## src/rtl/ram_port_arbiter_pkg.sv

```systemverilog
// Shared types and FSM state encodings for the single-port RAM arbiter.
// Latency: n/a (types only).
// Backpressure: n/a (types only).
//
// Contents:
//   ADDR_W / DATA_W  widths of the RAM address and data buses
//   addr_t / data_t  bus types used by the interface and the arbiter
//   arb_state_e      arbiter FSM states (IDLE, IF read in flight, MEM read in flight)
package ram_port_arbiter_pkg;

  localparam int ADDR_W = 64;
  localparam int DATA_W = 64;

  typedef logic [ADDR_W-1:0] addr_t;
  typedef logic [DATA_W-1:0] data_t;

  typedef enum logic [1:0] {
    ARB_IDLE   = 2'd0,
    ARB_RD_IF  = 2'd1,
    ARB_RD_MEM = 2'd2
  } arb_state_e;

endpackage

```

## src/rtl/ram_port_arbiter_if.sv

```systemverilog
// Bundles the pipeline-side (IF, MEM) and RAM-side signals of the RAM port arbiter.
// Latency: n/a (wiring only).
// Backpressure: requesters hold req + payload until their response pulse (or IF kill).
//
// Port summary:
//   IF  : if_req, if_addr, if_kill        -> arbiter;  if_rvalid, if_rdata  <- arbiter
//   MEM : mem_req, mem_we, mem_addr,
//         mem_wdata, mem_wmask            -> arbiter;  mem_done, mem_rdata  <- arbiter
//   RAM : ram_rdata                       -> arbiter;  ram_ren, ram_raddr,
//                                                      ram_wen, ram_waddr,
//                                                      ram_wdata, ram_wmask <- arbiter
//   busy                                  <- arbiter (FSM not idle)
// Modports: slave = arbiter side, master = pipeline/RAM environment side.
interface ram_port_arbiter_if;
  import ram_port_arbiter_pkg::*;

  logic  if_req;
  addr_t if_addr;
  logic  if_kill;
  logic  if_rvalid;
  data_t if_rdata;

  logic  mem_req;
  logic  mem_we;
  addr_t mem_addr;
  data_t mem_wdata;
  data_t mem_wmask;
  logic  mem_done;
  data_t mem_rdata;

  logic  busy;

  logic  ram_ren;
  addr_t ram_raddr;
  data_t ram_rdata;
  logic  ram_wen;
  addr_t ram_waddr;
  data_t ram_wdata;
  data_t ram_wmask;

  modport slave (
    input  if_req, if_addr, if_kill,
    input  mem_req, mem_we, mem_addr, mem_wdata, mem_wmask,
    input  ram_rdata,
    output if_rvalid, if_rdata, mem_done, mem_rdata, busy,
    output ram_ren, ram_raddr, ram_wen, ram_waddr, ram_wdata, ram_wmask
  );

  modport master (
    output if_req, if_addr, if_kill,
    output mem_req, mem_we, mem_addr, mem_wdata, mem_wmask,
    output ram_rdata,
    input  if_rvalid, if_rdata, mem_done, mem_rdata, busy,
    input  ram_ren, ram_raddr, ram_wen, ram_waddr, ram_wdata, ram_wmask
  );

endinterface

```

## src/rtl/ram_port_arbiter.sv

```systemverilog
// Shares one RAM port between IF (read-only) and MEM (load/store); fixed priority MEM > IF
// with an IF anti-starvation override. Latency: store done same cycle; reads respond RD_LAT
// cycles after issue, one read per RD_LAT+1 cycles. Backpressure: losers/busy-time requests wait.
//
// Ports:
//   clk  - clock, all state on rising edge
//   rst  - synchronous active-high reset; forces every output to 0 in the reset cycle
//   bus  - ram_port_arbiter_if.slave: IF/MEM request+response and RAM pins
module ram_port_arbiter #(
  parameter int RD_LAT    = 1,
  parameter int IF_STARVE = 4
) (
  input  logic                clk,
  input  logic                rst,
  ram_port_arbiter_if.slave   bus
);
  import ram_port_arbiter_pkg::*;

  localparam int LCW = (RD_LAT > 1) ? $clog2(RD_LAT) : 1;
  localparam int SCW = $clog2(IF_STARVE + 1);

  arb_state_e     state_q;
  logic [LCW-1:0] lat_cnt_q;
  logic [SCW-1:0] starve_cnt_q;
  logic [SCW-1:0] starve_cnt_d;
  logic           kill_q;

  logic in_idle;
  logic if_ok;
  logic starve_hit;
  logic mem_win;
  logic if_win;
  logic resp;

  assign in_idle    = (state_q == ARB_IDLE);
  assign if_ok      = bus.if_req & ~bus.if_kill;
  // Once IF has lost IF_STARVE times in a row it takes the next IDLE slot from MEM.
  assign starve_hit = if_ok & (starve_cnt_q == SCW'(IF_STARVE));
  assign mem_win    = in_idle & bus.mem_req & ~starve_hit;
  assign if_win     = in_idle & if_ok & ~mem_win;
  // Response cycle: read in flight and the latency counter has run out.
  assign resp       = ~in_idle & (lat_cnt_q == '0);

  // IF loses only when MEM actually took the slot; any pause in IF demand resets the count.
  always_comb begin
    starve_cnt_d = starve_cnt_q;
    if (!bus.if_req || bus.if_kill || if_win) begin
      starve_cnt_d = '0;
    end else if (mem_win && !starve_hit) begin
      starve_cnt_d = starve_cnt_q + SCW'(1);
    end
  end

  // Issue and response strobes are combinational from registered state so a store
  // completes in its grant cycle; everything is forced low while rst is high.
  always_comb begin
    bus.if_rvalid = 1'b0;
    bus.if_rdata  = '0;
    bus.mem_done  = 1'b0;
    bus.mem_rdata = '0;
    bus.busy      = 1'b0;
    bus.ram_ren   = 1'b0;
    bus.ram_raddr = '0;
    bus.ram_wen   = 1'b0;
    bus.ram_waddr = '0;
    bus.ram_wdata = '0;
    bus.ram_wmask = '0;
    if (!rst) begin
      bus.busy = ~in_idle;
      if (mem_win) begin
        if (bus.mem_we) begin
          bus.ram_wen   = 1'b1;
          bus.ram_waddr = bus.mem_addr;
          bus.ram_wdata = bus.mem_wdata;
          bus.ram_wmask = bus.mem_wmask;
          bus.mem_done  = 1'b1;
        end else begin
          bus.ram_ren   = 1'b1;
          bus.ram_raddr = bus.mem_addr;
        end
      end else if (if_win) begin
        bus.ram_ren   = 1'b1;
        bus.ram_raddr = bus.if_addr;
      end
      if (resp && state_q == ARB_RD_MEM) begin
        bus.mem_done  = 1'b1;
        bus.mem_rdata = bus.ram_rdata;
      end
      // A kill landing in the response cycle itself must also swallow the data.
      if (resp && state_q == ARB_RD_IF && !kill_q && !bus.if_kill) begin
        bus.if_rvalid = 1'b1;
        bus.if_rdata  = bus.ram_rdata;
      end
    end
  end

  always_ff @(posedge clk) begin
    if (rst) begin
      state_q      <= ARB_IDLE;
      lat_cnt_q    <= '0;
      starve_cnt_q <= '0;
      kill_q       <= 1'b0;
    end else begin
      starve_cnt_q <= starve_cnt_d;
      case (state_q)
        ARB_IDLE: begin
          kill_q <= 1'b0;
          if (mem_win && !bus.mem_we) begin
            state_q   <= ARB_RD_MEM;
            lat_cnt_q <= LCW'(RD_LAT - 1);
          end else if (if_win) begin
            state_q   <= ARB_RD_IF;
            lat_cnt_q <= LCW'(RD_LAT - 1);
          end
        end
        ARB_RD_IF, ARB_RD_MEM: begin
          if (lat_cnt_q == '0) begin
            state_q <= ARB_IDLE;
            kill_q  <= 1'b0;
          end else begin
            lat_cnt_q <= lat_cnt_q - LCW'(1);
            if (state_q == ARB_RD_IF && bus.if_kill) begin
              kill_q <= 1'b1;
            end
          end
        end
        default: begin
          state_q   <= ARB_IDLE;
          lat_cnt_q <= '0;
          kill_q    <= 1'b0;
        end
      endcase
    end
  end

endmodule

```

## src/flat_wrapper.sv

```systemverilog
// flat-port wrapper written by rule: the top's interface ports become plain ports
module ram_port_arbiter_flat import ram_port_arbiter_pkg::*;
#(
  parameter int RD_LAT    = 1,
  parameter int IF_STARVE = 4
)
  (clk, rst, bus_if_req, bus_if_addr, bus_if_kill, bus_mem_req, bus_mem_we, bus_mem_addr, bus_mem_wdata, bus_mem_wmask, bus_ram_rdata, bus_if_rvalid, bus_if_rdata, bus_mem_done, bus_mem_rdata, bus_busy, bus_ram_ren, bus_ram_raddr, bus_ram_wen, bus_ram_waddr, bus_ram_wdata, bus_ram_wmask);
  ram_port_arbiter_if bus_i ();
  input  logic clk;
  input  logic rst;
  input wire logic [$bits(bus_i.if_req)-1:0] bus_if_req;
  input wire logic [$bits(bus_i.if_addr)-1:0] bus_if_addr;
  input wire logic [$bits(bus_i.if_kill)-1:0] bus_if_kill;
  input wire logic [$bits(bus_i.mem_req)-1:0] bus_mem_req;
  input wire logic [$bits(bus_i.mem_we)-1:0] bus_mem_we;
  input wire logic [$bits(bus_i.mem_addr)-1:0] bus_mem_addr;
  input wire logic [$bits(bus_i.mem_wdata)-1:0] bus_mem_wdata;
  input wire logic [$bits(bus_i.mem_wmask)-1:0] bus_mem_wmask;
  input wire logic [$bits(bus_i.ram_rdata)-1:0] bus_ram_rdata;
  output wire logic [$bits(bus_i.if_rvalid)-1:0] bus_if_rvalid;
  output wire logic [$bits(bus_i.if_rdata)-1:0] bus_if_rdata;
  output wire logic [$bits(bus_i.mem_done)-1:0] bus_mem_done;
  output wire logic [$bits(bus_i.mem_rdata)-1:0] bus_mem_rdata;
  output wire logic [$bits(bus_i.busy)-1:0] bus_busy;
  output wire logic [$bits(bus_i.ram_ren)-1:0] bus_ram_ren;
  output wire logic [$bits(bus_i.ram_raddr)-1:0] bus_ram_raddr;
  output wire logic [$bits(bus_i.ram_wen)-1:0] bus_ram_wen;
  output wire logic [$bits(bus_i.ram_waddr)-1:0] bus_ram_waddr;
  output wire logic [$bits(bus_i.ram_wdata)-1:0] bus_ram_wdata;
  output wire logic [$bits(bus_i.ram_wmask)-1:0] bus_ram_wmask;
  assign bus_i.if_req = bus_if_req;
  assign bus_i.if_addr = bus_if_addr;
  assign bus_i.if_kill = bus_if_kill;
  assign bus_i.mem_req = bus_mem_req;
  assign bus_i.mem_we = bus_mem_we;
  assign bus_i.mem_addr = bus_mem_addr;
  assign bus_i.mem_wdata = bus_mem_wdata;
  assign bus_i.mem_wmask = bus_mem_wmask;
  assign bus_i.ram_rdata = bus_ram_rdata;
  assign bus_if_rvalid = bus_i.if_rvalid;
  assign bus_if_rdata = bus_i.if_rdata;
  assign bus_mem_done = bus_i.mem_done;
  assign bus_mem_rdata = bus_i.mem_rdata;
  assign bus_busy = bus_i.busy;
  assign bus_ram_ren = bus_i.ram_ren;
  assign bus_ram_raddr = bus_i.ram_raddr;
  assign bus_ram_wen = bus_i.ram_wen;
  assign bus_ram_waddr = bus_i.ram_waddr;
  assign bus_ram_wdata = bus_i.ram_wdata;
  assign bus_ram_wmask = bus_i.ram_wmask;
  ram_port_arbiter #(.RD_LAT(RD_LAT), .IF_STARVE(IF_STARVE)) u_core (.clk(clk), .rst(rst), .bus(bus_i));
endmodule
```

## config.mk

```make
export PLATFORM = sky130hd
export DESIGN_NAME = ram_port_arbiter_flat
export DESIGN_NICKNAME = d
export VERILOG_FILES = /design/src/rtl/ram_port_arbiter_pkg.sv /design/src/rtl/ram_port_arbiter_if.sv /design/src/rtl/ram_port_arbiter.sv /design/src/flat_wrapper.sv
export SDC_FILE = /design/constraint.sdc
export NUM_CORES = 1
export LEC_CHECK = 0
export CAP_MARGIN = 5
export CORE_AREA = 2 2 281 283
export DETAILED_ROUTE_END_ITERATION = 7
export DIE_AREA = 0 0 283 285
export RECOVER_POWER = 50
export REMOVE_ABC_BUFFERS = 1
export SLEW_MARGIN = 20
export SYNTH_ARGS = -nofsm -noshare
export SYNTH_HDL_FRONTEND = slang
export SYNTH_SLANG_ARGS = --single-unit
```

## constraint.sdc

```tcl
create_clock -name clk -period 2.7 [get_ports clk]
set_input_delay 0.54 -clock clk [delete_from_list [all_inputs] [get_ports clk]]
set_output_delay 0.54 -clock clk [all_outputs]
set_load 0.005 [all_outputs]
```

Word level (Yosys, flattened, before mapping)
Cells that the tools add are included.
Storage, ports and cells
  flip-flop bits (word level): 7
  input bits: 326
  word-level logic and storage cells: 80
Cells by class
  add/sub/neg operators: 2
  equal/unequal tests: 5
  mux-type cells: 37
  bitwise logic cells: 13
  reduce and logical (&&, ||, !) cells: 19
Operator list (number)
  two-way mux 64 bit: 17
  two-way mux 1 bit: 15
  bitwise AND 1 bit: 7
  logical AND 1 bit: 7
  two-way mux 2 bit: 3
  NOT 1 bit: 6
  logical NOT 1 bit: 5
  case mux 2 bit (2 select lines): 1
  OR reduction 2 bit: 2
  adder 3 x 1 -> 3 bit, second input constant: 1
  == test 3 bit, second input constant: 1
  != test 3 bit, second input constant: 1
  OR reduction 3 bit: 1
  == test 2 x 1 -> 1 bit, second input constant: 1
  == test 2 bit, second input constant: 1
  logical NOT 2 bit: 1
  logical OR 1 bit: 2
  != test 2 bit, second input constant: 1
  case mux 1 bit (2 select lines): 1
  AND reduction 2 bit: 1
  subtractor 1 bit, second input constant: 1

Longest topological paths before layout
Gate-level depths: netlist of the first run.
  depth in word-level cells: 10
  gate-level depth with buffers: 7
  depth with buffers taken out: 5

Worst setup path before layout of the first run
Ideal clock, no wire load.
  path kind: input to output
  from: in bus_if_kill
  to: out bus_ram_raddr[14]
  arrival: 1.789 ns
  data required time: 2.160 ns
  path slack: 0.371 ns
  cell stages on the path: 5
  path through: or3b_4 > a2111oi_4 > buf_4 > buf_6 > a22o_1
Between the ends
  word-level cells in the longest chain between the ends: 10
Ends and longest elaborated chain
  from (decl): RTL line flat_wrapper.sv:13  | input wire logic [$bits(bus_i.if_kill)-1:0] bus_if_kill;
  NOT 1 bit (*): RTL line ram_port_arbiter.sv:36  | assign if_ok = bus.if_req & ~bus.if_kill;
  bitwise AND 1 bit (*): RTL line ram_port_arbiter.sv:36
  bitwise AND 1 bit: RTL line ram_port_arbiter.sv:38  | assign starve_hit = if_ok & (starve_cnt_q == SCW'(IF_STARVE));
  NOT 1 bit: RTL line ram_port_arbiter.sv:39  | assign mem_win = in_idle & bus.mem_req & ~starve_hit;
  bitwise AND 1 bit: RTL line ram_port_arbiter.sv:39
  NOT 1 bit: RTL line ram_port_arbiter.sv:40  | assign if_win = in_idle & if_ok & ~mem_win;
  bitwise AND 1 bit: RTL line ram_port_arbiter.sv:40
  two-way mux 64 bit: RTL line ram_port_arbiter.sv:81  | end else if (if_win) begin
  two-way mux 64 bit (*): RTL line ram_port_arbiter.sv:70  | if (mem_win) begin
  two-way mux 64 bit (*): RTL line ram_port_arbiter.sv:68  | if (!rst) begin
  to (decl): RTL line flat_wrapper.sv:26  | output wire logic [$bits(bus_i.ram_raddr)-1:0] bus_ram_raddr;
Every way passes the cells marked *; elsewhere a longest branch is shown, timed or not.

Final worst setup path of the first run
  from: in rst
  to: out bus_ram_raddr[2]
Between the ends
  word-level cells in the longest chain between the ends: 1
Ends and longest elaborated chain
  from (decl): RTL line flat_wrapper.sv:10  | input logic rst;
  two-way mux 64 bit: RTL line ram_port_arbiter.sv:68
No other way between the ends.

==> results of run 1 <==
Yosys cell counts:
library cell	count	area (µm²)
nor4b_1	1	8.76
inv_1	3	11.3
or3b_4	1	11.3
or2_2	2	12.5
and2_1	320	2000
ha_1	2	25.0
buf_2	8	40.0
a31oi_1	1	6.26
buf_6	6	67.6
and4b_1	1	10.0
o21ai_0	3	15.0
clkbuf_2	16	80.1
dfxtp_1	5	100
nand4b_1	3	26.3
a2111oi_4	1	27.5
a21oi_1	2	10.0
buf_4	1	7.51
or3_4	1	11.3
nor3b_1	1	7.51
nand4_1	2	12.5
a22o_1	64	561
nor2_1	2	7.51
nor4_2	1	12.5
nor4b_4	1	23.8
clkbuf_1	18	67.6
worst max-delay path by stage:
stage               startpoint  slack [ps]                 to  cells after the start
floorplan                  rst       -2070    bus_if_rdata[0]                      2
global placement           rst        -870  bus_ram_raddr[43]                      7
detailed placement         rst        -910  bus_ram_raddr[47]                      7
CTS                        rst        -330  bus_ram_raddr[24]                     13
global route               rst        -330   bus_ram_raddr[2]                     12
finish                     rst        -270   bus_ram_raddr[2]                     12
layout make-up:
cell class / instances / area [µm²] / area share (%)
Antenna cell: 30 / 75.1 / 0.525
Clock buffer: 3 / 75.1 / 0.525
Clock inverter: 1 / 5.00 / 0.0350
Inverter: 3 / 11.3 / 0.0787
Multi-Input combinational cell: 409 / 3150 / 22.0
Sequential cell: 5 / 103 / 0.717
Tap cell: 1050 / 1310 / 9.18
Timing Repair Buffer: 903 / 9580 / 66.9
routing by layer:
layer	track usage [%]	vias to the layer above	share of wire, %
met2	31.4	545	51
met5	0	-	0.39
met1	16.1	3383	35
met3	6.06	182	8.9
met4	5.72	42	5.1
li1	-	3278	-
metrics by stage:
step | power, mW | utilization, % | instance area [µm²] | TNS (ps)
floorplan | 0.258 | - | 2900 | -687760
global placement | 1.30 | 15.5 | 12100 | -200640
detailed placement | 1.30 | 15.5 | 12100 | -205650
CTS | 1.72 | 17.4 | 13600 | -35470
global route | 1.85 | 18.3 | 14300 | -31160
finish | 1.77 | 18.3 | 14300 | -14150
cell families after synthesis:
kind of cell               Yosys count  share of synthesized area, %
and+or+nand+nor                    336                          67.8
AOI/OAI and AO/OA                   71                          19.6
buffers and inverters               52                          8.66
DFF                                  5                          3.16
adders and majority gates            2                         0.791
registers in the layout (all words and copies together), names as in the netlist:
name and flops:
u_core.starve_cnt_q 3, u_core.state_q 2
critical path: stages:
cell       delay, ps
buf_8            100
buf_6            100
or3b_4           390
a2111oi_4        310
buf_6            170
buf_12           130
buf_8            110
buf_12           110
buf_8            130
buf_6            100
a22o_1           120
buf_2            110
power by group through the flow:
stage,combinational [mW],sequential (mW),clock (mW)
CTS,1.40,0.0767,0.245
floorplan,0.179,0.0791,0
finish,1.45,0.0766,0.243
detailed placement,1.22,0.0776,0
global placement,1.22,0.0776,0
global route,1.52,0.0767,0.254
timing repair:
item                                    4_1_cts  5_1_grt
cloned                                       24        9
pin swaps                                    39       83
hold buffers                                  0        0
endpoints found under the setup margin      388      336
buffers inserted                             96       45
resized for setup                          1019      401
==> impl_metrics.yaml, run 1 <==
power:
  worst_ir_drop_vdd_v: 0.000146
  p_clk_share_pct: 13.8
  power_density_mw_per_mm2: 123
  swShare_pct: 31.8
  leakagePower_nw: 7.58
  comb_power_share_pct: 81.9
  seqPwrFrac_pct: 4.3
  netSwitchingPower_mw: 0.561
  internal-power_mw: 1.20
setup_path:
  required_ps: 2160
  cp-start-kind: "primary input"
  r2r_start: "u_core.starve_cnt_q[0]"
  worstSetupPathType: "primary input to output pin"
  cp_max_fo: 4
  cp-end-kind: "output pin"
  timing.rr.end: "u_core.state_q[0]"
  reg2regPathDepth: 9
  crit_arrival_ps: 2430
  reg2reg_slack_ps: 840
grt:
  grt_max_degree: 33
  grt_overflow: 0
  antenna_found_initial: 87
  grt_pass1_wl_mm: 85.2
  grt_pass1_vias: 7335
  grt_usage_pct: 16.4
min_path:
  hold_path_depth: 3
  min_from: "u_core.starve_cnt_q[0]"
  hold_end: "u_core.starve_cnt_q[0]"
  min_path_type: "flop to flop"
timing:
  clock_skew_ps: 1.56
  fmax_ghz: 0.337
  hold_violations: 0
  setup_viol: 164
  hold-worst-slack_ps: 531
  period_share_pct: 110
  finalMaxSlewViolations: 0
  worst_pin_slew_ps: 349
  setup_ws_ps: -268
  maxSlewHeadroom_pct: 76.7
  rsz0062_at_grt: "true"
  final.min_clock_period_ps: 2970
routing:
  vias: 7430
  drt-total-wl_mm: 71.0
  dr.pass1.iters: 4
  drt_iter0_markers: 255
  ant_nets: 0
  route.detailed.drc: 0
  wl_per_cell_um: 29.6
  post_drt_via_cell_ratio: 3.09
placement:
  place_hpwl_mm: 59.6
  io_buffers: 714
  place_inst: 2230
  routabilityCongestion: 1.01
  dp_slack_ps: -906
logic_synthesis:
  yosysUniqueCellTypes: 25
  ys_ff_latch: 5
  synth_seq_area_share_pct: 3.16
  yosys_warnings: 0
  synthCells: 466
  syn_avg_cell_area_um2: 6.79
  mappedNetlistArea_mm2: 0.00316
cts:
  cts_buffer_depth: 2
  numCtsBuffers: 3
  cts_tree: "yes"
  insertion_delay_ps: 220
  htree_levels: 1
  cts.sinks: 5
  path_clk_slew_ps: 30
  root_buffer: "clkbuf_16"
floorplanning:
  die_area_mm2: 0.0807
  coreArea_mm2: 0.0780
  fp-row-count: 103
  dieHeight_um: 285
  initial_core_util_pct: 4.06
  fp.dieW_um: 283
  ioPinCount: 715
status:
  status: "finished, violations left"
  failed_checks: "negative setup slack"
run:
  cap_violations: 0
layout:
  layout.nets: 1653
  final_cell_mix: "clkdlybuf4s50_1, and2_1, buf_6"
  stdcell_count: 2404
  syn2layout_area_growth_pct: 352
  drive_gt1_share_pct: 45.5
  n_fill_cell: 8763
  final_common_cell: "clkdlybuf4s50_1"
Note: power is estimated with default switching activity, not from simulation.
==> inputs of run 2 (changes only) <==
--- a/config.mk
+++ b/config.mk
@@ -6,9 +6,10 @@
 export NUM_CORES = 1
 export LEC_CHECK = 0
 export CAP_MARGIN = 5
-export CORE_AREA = 2 2 281 283
+export CORE_AREA = 2 2 282 284
 export DETAILED_ROUTE_END_ITERATION = 7
-export DIE_AREA = 0 0 283 285
+export DIE_AREA = 0 0 284 286
+export PLACE_DENSITY_LB_ADDON = 0.2
 export RECOVER_POWER = 50
 export REMOVE_ABC_BUFFERS = 1
 export SLEW_MARGIN = 20
==> constraint.sdc (replaced) <==
create_clock -name clk -period 3.5 [get_ports clk]
set_input_delay 0.7 -clock clk [delete_from_list [all_inputs] [get_ports clk]]
set_output_delay 0.7 -clock clk [all_outputs]
set_load 0.005 [all_outputs]
==> run 2 against run 1 <==
  * Die area grew 0.71%
  * Sequential share of layout area up 0.073 points
  * First-iteration DRC count down 36%
  * Largest cell class unchanged
  * The run now ends clean
  * Flip-flop and latch count unchanged
  * Cell area decreased by 12%
==> impl_metrics.yaml, run 2 (synthesis gave the netlist of run 1 again) <==
timing:
  hold-worst-slack_ps: 513
  fmax_ghz: 0.289
  setup_viol: 0
  hold_violations: 0
  finalMaxSlewViolations: 0
  final.min_clock_period_ps: 3460
  clock_skew_ps: 1.67
  period_share_pct: 98.9
  maxSlewHeadroom_pct: 58.2
  worst_pin_slew_ps: 627
  tns_ps: 0
  rsz0062_at_grt: "false"
cts:
  insertion_delay_ps: 230
  cts_buffer_depth: 2
  path_clk_slew_ps: 30
  htree_levels: 1
  root_buffer: "clkbuf_16"
  ctsHoldBuffers: 0
  numCtsBuffers: 3
  cts_tree: "yes"
  cts.sinks: 5
power:
  worst_ir_drop_vdd_v: 0.000110
  leakagePower_nw: 5.58
  power_density_mw_per_mm2: 97.2
  p_clk_share_pct: 15.5
  internal-power_mw: 0.819
  comb_power_share_pct: 79.6
  seqPwrFrac_pct: 4.9
  swShare_pct: 33.4
  netSwitchingPower_mw: 0.411
routing:
  ant_nets: 0
  route.detailed.drc: 0
  drt-total-wl_mm: 66.7
  vias: 6894
  drt_iter0_markers: 163
  dr.pass1.iters: 4
  wl_per_cell_um: 29.3
  post_drt_via_cell_ratio: 3.03
layout:
  n_fill_cell: 9008
  layout.nets: 1538
  final_common_cell: "clkdlybuf4s50_1"
  top_regs: "u_core.starve_cnt_q: 3 flops, u_core.state_q: 2 flops"
  final_cell_mix: "clkdlybuf4s50_1, and2_1, dlygate4sd2_1"
  drive_gt1_share_pct: 11.7
  multi_input_comb_area_mm2: 0.00286
  syn2layout_area_growth_pct: 300
  seqCellArea_um2: 100
  regMostFlops: "u_core.starve_cnt_q"
  largest_reg_flops: 3
setup_path:
  cp-start-kind: "primary input"
  reg2regPathDepth: 8
  cp_max_fo: 6
  slowest_delay_ps: 500
  cp-end-kind: "output pin"
  critPathLaunch: "bus_if_kill"
  crit_arrival_ps: 2760
  cp_cell_sequence: "dlygate4sd2_1 > or3b_4 > a2111oi_4 > buf_6 > buf_12 > buf_16 > a22o_1 > clkdlybuf4s50_1"
  worstSetupPathType: "primary input to output pin"
  required_ps: 2800
  r2r_start: "u_core.starve_cnt_q[0]"
  slowest_stage: "clkdlybuf4s50_1"
placement:
  place_hpwl_mm: 59.4
  routabilityCongestion: 0.847
  io_buffers: 714
floorplanning:
  dieHeight_um: 286
  fp.dieW_um: 284
  coreArea_mm2: 0.0784
  die_area_mm2: 0.0812
  ioPinCount: 715
  initial_core_util_pct: 4.04
  fp-row-count: 103
min_path:
  hold_path_depth: 2
  min_path_type: "flop to flop"
  min_from: "u_core.starve_cnt_q[1]"
grt:
  grt_overflow: 0
  grt_pass1_wl_mm: 83.4
  grt_pass1_vias: 7274
  antenna_found_initial: 52
  grt_max_degree: 66
  grt_usage_pct: 15.6
run:
  cap_violations: 0
status:
  status: "finished clean"
==> run 2: timing repair <==
action / CTS / global route
pin swaps: 2 / 4
setup endpoints to repair: 216 / 103
resized for setup: 178 / 18
cloned: 12 / 1
buffers inserted: 22 / 5
==> run 2: per-layer routing <==
| layer | GRT usage [%] | up-vias | part of all wire (%) |
|---|---|---|---|
| met1 | 17.3 | 3212 | 38 |
| met5 | 0 | - | 0.28 |
| li1 | - | 3030 | - |
| met3 | 5.61 | 98 | 9.4 |
| met4 | 0.895 | 30 | 1.3 |
| met2 | 29.6 | 524 | 51 |
==> run 2: area by class of cell <==
cell class	instances	area share [%]
well taps	1050	10.4
inverters	3	0.0890
multi-input cells	409	22.6
diodes	13	0.257
repair buffers	788	65.3
clock buffers	4	0.623
flip-flops and latches	5	0.791
==> run 2: power by group through the flow <==
stage | combinational [mW] | clock (mW) | sequential [mW]
CTS | 1.02 | 0.191 | 0.0599
detailed placement | 0.971 | 0 | 0.0607
global route | 1.04 | 0.198 | 0.0600
finish | 0.979 | 0.191 | 0.0599
floorplan | 0.138 | 0 | 0.0610
global placement | 0.968 | 0 | 0.0607
==> run 2: critical path: cells and delay by family <==
kind / cells / cell delay, ps
AND/OR/NAND/NOR: 1 / 410
buffers and inverters: 5 / 1260
AO/OA/AOI/OAI: 2 / 370
==> run 2: path summary, 6_finish.rpt <==
check	to	slack (ps)
worst min-delay path	u_core.starve_cnt_q[1]	510
worst max-delay path	bus_ram_raddr[30]	40
worst min register to register	u_core.starve_cnt_q[1]	510
worst max register to register	u_core.state_q[0]	1620
==> run 2: per-stage QoR <==
step           instances  util [%]  cell area [µm²]  worst slack [ps]  power, mW
2_1_floorplan        417         -             2900             -1590      0.199
3_3_place_gp        2217      15.3            12000              -419       1.03
3_5_place_dp        2217      15.3            12000              -435       1.03
4_1_cts             2254      16.1            12600              -104       1.27
5_1_grt             2260      16.1            12600              1.92       1.30
6_report            2272      16.2            12700              38.0       1.23
